### config.mk
export PLATFORM = sky130hd
export DESIGN_NAME = payload_feeder
export DESIGN_NICKNAME = d
export VERILOG_FILES = /design/src/rtl/payload_class_pkg.sv /design/src/rtl/payload_class_lut.sv /design/src/rtl/payload_feeder.sv
export SDC_FILE = /design/constraint.sdc
export NUM_CORES = 1
export LEC_CHECK = 0
export BUFFER_PORTS_ARGS = -buffer_cell sky130_fd_sc_hd__buf_2
export CAP_MARGIN = 30
export CORE_MARGIN = 3
export CORE_UTILIZATION = 50
export DETAILED_ROUTE_END_ITERATION = 6
export PLACE_DENSITY = 0.83
export SLEW_MARGIN = 20
export SYNTH_ARGS = -nofsm -noshare
export SYNTH_HDL_FRONTEND = slang
export SYNTH_SLANG_ARGS = --single-unit
### constraint.sdc
create_clock -name clk -period 3 [get_ports clk]
set_input_delay 0.45 -clock clk [delete_from_list [all_inputs] [get_ports clk]]
set_output_delay 0.45 -clock clk [all_outputs]
set_load 0.05 [all_outputs]
### src/rtl/payload_class_pkg.sv
// Shared constants for the payload feeder: character-class indices, the 256-bit
// class membership table, byte case folding and the feeder FSM state encoding.
package payload_class_pkg;

   localparam int NUM_CLASS = 80;

   localparam int CLS_DIGIT      = 0;
   localparam int CLS_WORD       = 1;
   localparam int CLS_SPACE      = 2;
   localparam int CLS_DOT        = 3;
   localparam int CLS_UPPER      = 4;
   localparam int CLS_LOWER      = 5;
   localparam int CLS_ALPHA      = 6;
   localparam int CLS_HEX        = 7;
   localparam int CLS_DASH       = 8;
   localparam int CLS_UNDERSCORE = 9;
   localparam int CLS_SLASH      = 10;
   localparam int CLS_COLON      = 11;
   localparam int CLS_CR         = 12;
   localparam int CLS_LF         = 13;
   localparam int CLS_HIGH       = 14;
   localparam int CLS_ANY        = 15;
   // Single-character literal classes: a..z, A..Z, 0..9
   localparam int CLS_LIT_LOWER  = 16;
   localparam int CLS_LIT_UPPER  = 42;
   localparam int CLS_LIT_DIGIT  = 68;
   localparam int CLS_AT         = 78;
   localparam int CLS_EQ         = 79;

   typedef logic [NUM_CLASS-1:0][255:0] class_table_t;

   typedef enum logic [2:0] {
      IDLE,
      SOD,
      STREAM,
      FLUSH,
      SETTLE,
      REPORT
   } feeder_state_t;

   function automatic logic [255:0] range_map(int lo, int hi);
      logic [256:0] m;
      m = ((257'd1 << (hi + 1)) - 257'd1) ^ ((257'd1 << lo) - 257'd1);
      return m[255:0];
   endfunction

   function automatic logic [255:0] char_map(int c);
      return range_map(c, c);
   endfunction

   function automatic logic [255:0] class_map(int idx);
      logic [255:0] digit;
      logic [255:0] upper;
      logic [255:0] lower;
      logic [255:0] m;
      digit = range_map('h30, 'h39);
      upper = range_map('h41, 'h5A);
      lower = range_map('h61, 'h7A);
      m     = '0;
      if (idx >= CLS_LIT_LOWER && idx < CLS_LIT_LOWER + 26)
         m = char_map('h61 + idx - CLS_LIT_LOWER);
      else if (idx >= CLS_LIT_UPPER && idx < CLS_LIT_UPPER + 26)
         m = char_map('h41 + idx - CLS_LIT_UPPER);
      else if (idx >= CLS_LIT_DIGIT && idx < CLS_LIT_DIGIT + 10)
         m = char_map('h30 + idx - CLS_LIT_DIGIT);
      else begin
         case (idx)
            CLS_DIGIT:      m = digit;
            CLS_WORD:       m = digit | upper | lower | char_map('h5F);
            CLS_SPACE:      m = range_map('h09, 'h0D) | char_map('h20);
            CLS_DOT:        m = char_map('h2E);
            CLS_UPPER:      m = upper;
            CLS_LOWER:      m = lower;
            CLS_ALPHA:      m = upper | lower;
            CLS_HEX:        m = digit | range_map('h41, 'h46) | range_map('h61, 'h66);
            CLS_DASH:       m = char_map('h2D);
            CLS_UNDERSCORE: m = char_map('h5F);
            CLS_SLASH:      m = char_map('h2F);
            CLS_COLON:      m = char_map('h3A);
            CLS_CR:         m = char_map('h0D);
            CLS_LF:         m = char_map('h0A);
            CLS_HIGH:       m = range_map('h80, 'hFF);
            CLS_ANY:        m = range_map(0, 255);
            CLS_AT:         m = char_map('h40);
            CLS_EQ:         m = char_map('h3D);
            default:        m = '0;
         endcase
      end
      return m;
   endfunction

   function automatic class_table_t build_class_table();
      class_table_t t;
      for (int c = 0; c < NUM_CLASS; c++)
         t[c] = class_map(c);
      return t;
   endfunction

   localparam class_table_t CLASS_TABLE = build_class_table();

   function automatic logic [7:0] fold_case(logic [7:0] b);
      return (b >= 8'h41 && b <= 8'h5A) ? (b | 8'h20) : b;
   endfunction

endpackage

### src/rtl/payload_class_lut.sv
// Combinational byte -> character-class vector lookup. Defining
// PAYLOAD_FEEDER_NOCASE_EN folds 'A'..'Z' onto 'a'..'z' before the lookup.
module payload_class_lut #(
   parameter int NUM_CLASS = payload_class_pkg::NUM_CLASS
) (
   input  logic [7:0]           data,
   output logic [NUM_CLASS-1:0] cls_vec
);
   import payload_class_pkg::*;

   logic [7:0] key;

`ifdef PAYLOAD_FEEDER_NOCASE_EN
   assign key = fold_case(data);
`else
   assign key = data;
`endif

   // Classes beyond the table width read as never-hit
   genvar gi;
   for (gi = 0; gi < NUM_CLASS; gi++) begin : g_cls
      if (gi < payload_class_pkg::NUM_CLASS) begin : g_tab
         assign cls_vec[gi] = CLASS_TABLE[gi][key];
      end else begin : g_pad
         assign cls_vec[gi] = 1'b0;
      end
   end

endmodule

### src/rtl/payload_feeder.sv
// Streams packet bytes as class vectors into the match engines, flushes them and
// reports the captured match vector per packet. Option: PAYLOAD_FEEDER_NOCASE_EN.
module payload_feeder #(
   parameter int NUM_CLASS = payload_class_pkg::NUM_CLASS,
   parameter int NUM_ENG   = 64
) (
   input  logic                 clk,
   input  logic                 rst_n,
   input  logic [7:0]           s_data,
   input  logic                 s_valid,
   input  logic                 s_last,
   output logic                 s_ready,
   output logic [NUM_CLASS-1:0] cls,
   output logic                 en,
   output logic                 sod,
   input  logic [NUM_ENG-1:0]   match_in,
   output logic [NUM_ENG-1:0]   match_vec,
   output logic                 result_valid,
   input  logic                 result_ready
);
   import payload_class_pkg::*;

   feeder_state_t        state_reg, state_next;
   logic                 settle_wait_reg, settle_wait_next;
   logic [NUM_CLASS-1:0] cls_reg, cls_next;
   logic                 en_reg, en_next;
   logic                 sod_reg, sod_next;
   logic                 result_valid_reg, result_valid_next;
   logic [NUM_ENG-1:0]   match_vec_reg, match_vec_next;
   logic [NUM_CLASS-1:0] lut_cls;
   logic                 accept;

   payload_class_lut #(.NUM_CLASS(NUM_CLASS)) u_lut (
      .data    (s_data),
      .cls_vec (lut_cls)
   );

   assign s_ready      = (state_reg == STREAM);
   assign accept       = s_valid & s_ready;
   assign cls          = cls_reg;
   assign en           = en_reg;
   assign sod          = sod_reg;
   assign match_vec    = match_vec_reg;
   assign result_valid = result_valid_reg;

   // sod resets high so every engine is held clear until the first edge after reset
   always_ff @(posedge clk or negedge rst_n) begin
      if (!rst_n) begin
         state_reg        <= IDLE;
         settle_wait_reg  <= 1'b0;
         cls_reg          <= '0;
         en_reg           <= 1'b0;
         sod_reg          <= 1'b1;
         result_valid_reg <= 1'b0;
         match_vec_reg    <= '0;
      end else begin
         state_reg        <= state_next;
         settle_wait_reg  <= settle_wait_next;
         cls_reg          <= cls_next;
         en_reg           <= en_next;
         sod_reg          <= sod_next;
         result_valid_reg <= result_valid_next;
         match_vec_reg    <= match_vec_next;
      end
   end

   always_comb begin
      state_next        = state_reg;
      settle_wait_next  = 1'b0;
      cls_next          = '0;
      en_next           = 1'b0;
      sod_next          = 1'b0;
      result_valid_next = result_valid_reg;
      match_vec_next    = match_vec_reg;
      case (state_reg)
         IDLE: begin
            if (s_valid) begin
               state_next = SOD;
               sod_next   = 1'b1;
            end
         end
         SOD: state_next = STREAM;
         STREAM: begin
            if (accept) begin
               en_next  = 1'b1;
               cls_next = lut_cls;
               if (s_last)
                  state_next = FLUSH;
            end
         end
         // Empty enable cycle lets the engines' end-state flops capture
         FLUSH: begin
            en_next    = 1'b1;
            state_next = SETTLE;
         end
         // Two idle cycles: engine outputs reflect the flush only after it lands
         SETTLE: begin
            if (settle_wait_reg) begin
               match_vec_next    = match_in;
               result_valid_next = 1'b1;
               state_next        = REPORT;
            end else begin
               settle_wait_next = 1'b1;
            end
         end
         REPORT: begin
            if (result_ready) begin
               result_valid_next = 1'b0;
               state_next        = IDLE;
            end
         end
         default: state_next = IDLE;
      endcase
   end

endmodule

==> out/qor.json <==
{
  "outcome": "completed",
  "final.period_utilization_pct": 72.8,
  "globalRoute.totalOverflow": 0,
  "tritoncts": "yes",
  "port-buffer-count": 224,
  "final_antenna_net_count": 0,
  "detailed_routing_iterations_pass_1": 5,
  "max-vdd-ir-drop_v": 0.000842,
  "number_of_buffers_added_by_the_clock_tree_synthesis_step": 17,
  "cp-start-kind": "register",
  "finalHoldWorstSlack_ps": 1.64,
  "layout_min_cycle_time_ps": 2180,
  "design.die.area_mm2": 0.0122,
  "clock_skew_ps": 7.65,
  "clock_latency_ps": 510,
  "drtIter0Drc": 232,
  "cts_buffer_depth": 2,
  "max_freq_mhz": 458,
  "hp-class": "primary input to asynchronous set/reset pin",
  "root_buffer": "clkbuf_8",
  "yosysUniqueCellTypes": 38,
  "avgViaCountPerCell": 5.16,
  "path_max_fanout": 64,
  "n_antenna_cell": 0,
  "per_instance_average_area_after_synthesis_um2": 14.2,
  "routed_met2_length_mm": 6.93,
  "routed.top_layer": "met4",
  "place_hpwl_mm": 9.80,
  "finalMaxSlewViolations": 0,
  "power_leakage_uw": 0.00364,
  "critical_path.endpoint_type": "register",
  "h-tree-depth": 4,
  "cts.repair_timing.setup_buffer_count": 0,
  "wire_length_of_the_first_global_routing_pass_mm": 22.3,
  "yosysSeqAreaShare_pct": 69.3,
  "fp.dieW_um": 110,
  "hold_viol_final": 0,
  "cap_viol_max_count": 0,
  "drt-wirelength-per-cell_um": 18.3,
  "synth_nets": 462,
  "type_of_the_setup_path_with_the_least_slack": "register to register",
  "floorplan.die.height_um": 110,
  "core-area_mm2": 0.0105,
  "multi_input_area_mm2": 0.00151,
  "cts_hold_buffers": 0,
  "ctsResizeCount": 0,
  "maximum_number_of_pins_on_one_net_before_global_route_repair": 90,
  "slew_headroom_pct": 46.0,
  "ioPinCount": 225,
  "grt_antenna_before_repair": 0,
  "flow.area_growth_from_synthesis_pct": 31.9,
  "flop_and_latch_count_out_of_synthesis": 151,
  "power.density_cell_area_mw_per_mm2": 1080,
  "post_route_cells_drive_above_1_share_pct": 52.5,
  "sequential_cell_area_mm2": 0.00378,
  "synth_cells": 385,
  "synth_flop_cell": "dfrtp_1",
  "rows": 37,
  "layout_common_cells": "buf_2 (223), dfrtp_1 (150), mux2_2 (54)",
  "detail_route.wirelength.met1_mm": 5.64,
  "rsz0062_at_grt": "false",
  "route.detailed.drc": 0,
  "finalWirelength_mm": 13.9,
  "worst_pin_slew_ps": 809,
  "via_count_of_the_first_global_routing_pass": 4106,
  "setup_viol_count_final": 0,
  "worst_setup_hold_path_clk_slew_ps": 70,
  "fillCellCount": 744,
  "largest_register_ffs": 80,
  "warnings_synthesis": 0,
  "setup_tns_ps": 0,
  "start_util_pct": 52.1,
  "num-nets-final": 685,
  "total_global_routing_track_utilization_pct": 23.2,
  "synth_edf_count": 0,
  "timing.critical_path.arrival_ps": 2580,
  "vias": 3909,
  "routabilityCongestion": 0.861,
  "routed-wl-met3_mm": 1.02,
  "mostFrequentLayoutCell": "buf_2",
  "crit_required_ps": 3400,
  "clock_tree_sinks": 151,
  "synth.cell_area_mm2": 0.00546,
  "post_synth_arst_share_pct": 100
}
## stage by stage
| step | worst slack (ps) | power (uW) | cell area [um^2] | utilization (%) | instances |
|---|---|---|---|---|---|
| 6_report | 817 | 7780 | 7190 | 68.8 | 757 |
| 5_1_grt | 726 | 8100 | 7190 | 68.8 | 757 |
| 4_1_cts | 826 | 7840 | 7190 | 68.8 | 757 |
| 3_5_place_dp | 859 | 5820 | 6630 | 63.3 | 725 |
| 3_3_place_gp | 929 | 5740 | 6630 | 63.3 | 725 |
| 2_1_floorplan | 1010 | 5090 | 5460 | - | 385 |
## power by group
| group | switching, uW | leakage (uW) | internal, uW |
|---|---|---|---|
| logic | 2200 | 0.00143 | 751 |
| registers | 288 | 0.00195 | 2530 |
| clock network | 871 | 0.000269 | 1140 |
| total | 3360 | 0.00364 | 4420 |
## worst paths after layout
path | from | slack (ps) | cells past startpoint | end
max | state_reg[1]$_DFFE_PN0P_ | 820 | 4 | match_vec[12]$_DFFE_PN0P_
max reg2reg | state_reg[1]$_DFFE_PN0P_ | 820 | 4 | match_vec[12]$_DFFE_PN0P_
min in group clk | match_in[34] | 150 | 2 | match_vec[34]$_DFFE_PN0P_
min | rst_n | 2 | 1 | match_vec[34]$_DFFE_PN0P_
max in group asynchronous | rst_n | 2160 | 2 | cls[24]$_DFF_PN0_
min reg2reg | match_vec[51]$_DFFE_PN0P_ | 480 | 1 | match_vec[51]$_DFFE_PN0P_
## routing by layer
| metal | GRT usage (%) | up-vias |
|---|---|---|
| met1 | 29.6 | 1930 |
| met2 | 37.5 | 189 |
| met3 | 7.18 | 21 |
| met4 | 8.62 | 0 |
| li1 | - | 1769 |
| met5 | 0 | - |
## worst max-delay path: stages, from the launching register on
cell and delay, ps:
dfrtp_1 500, nand2b_1 250, nor3b_4 200, buf_4 630, mux2_2 420
## cell usage after synthesis, types with 4 or more instances
cell / number / area, um^2
dfrtp_1: 150 / 3750
mux2_2: 54 / 608
nor2_1: 44 / 165
nor3_1: 33 / 165
mux2_1: 10 / 113
nand2_1: 10 / 37.5
buf_2: 9 / 45.0
buf_6: 7 / 78.8
nor4_1: 7 / 43.8
nand3_1: 5 / 25.0
nand4_1: 5 / 31.3
clkbuf_1: 4 / 15.0
nand2b_1: 4 / 25.0
nand3b_1: 4 / 30.0
or3_1: 4 / 25.0
## layout make-up
class | instances | share of cell area [%]
multi-input cells | 208 | 21.0
inverters | 2 | 0.104
flip-flops and latches | 151 | 52.5
repair buffers | 228 | 16.1
clock inverters | 14 | 1.95
well taps | 136 | 2.37
clock buffers | 18 | 5.95
## logic make-up (layout without fill, tap and decap cells)
logic type	count (synthesis)	count (layout)	synth area share [%]
buf+inv	26	262	3.12
mux	64	64	13.2
simple gates	133	133	13.0
flops	151	151	69.3
compound gates	10	10	1.22
xor+xnor	1	1	0.161
No activity file was read; power rests on OpenSTA's default activity.
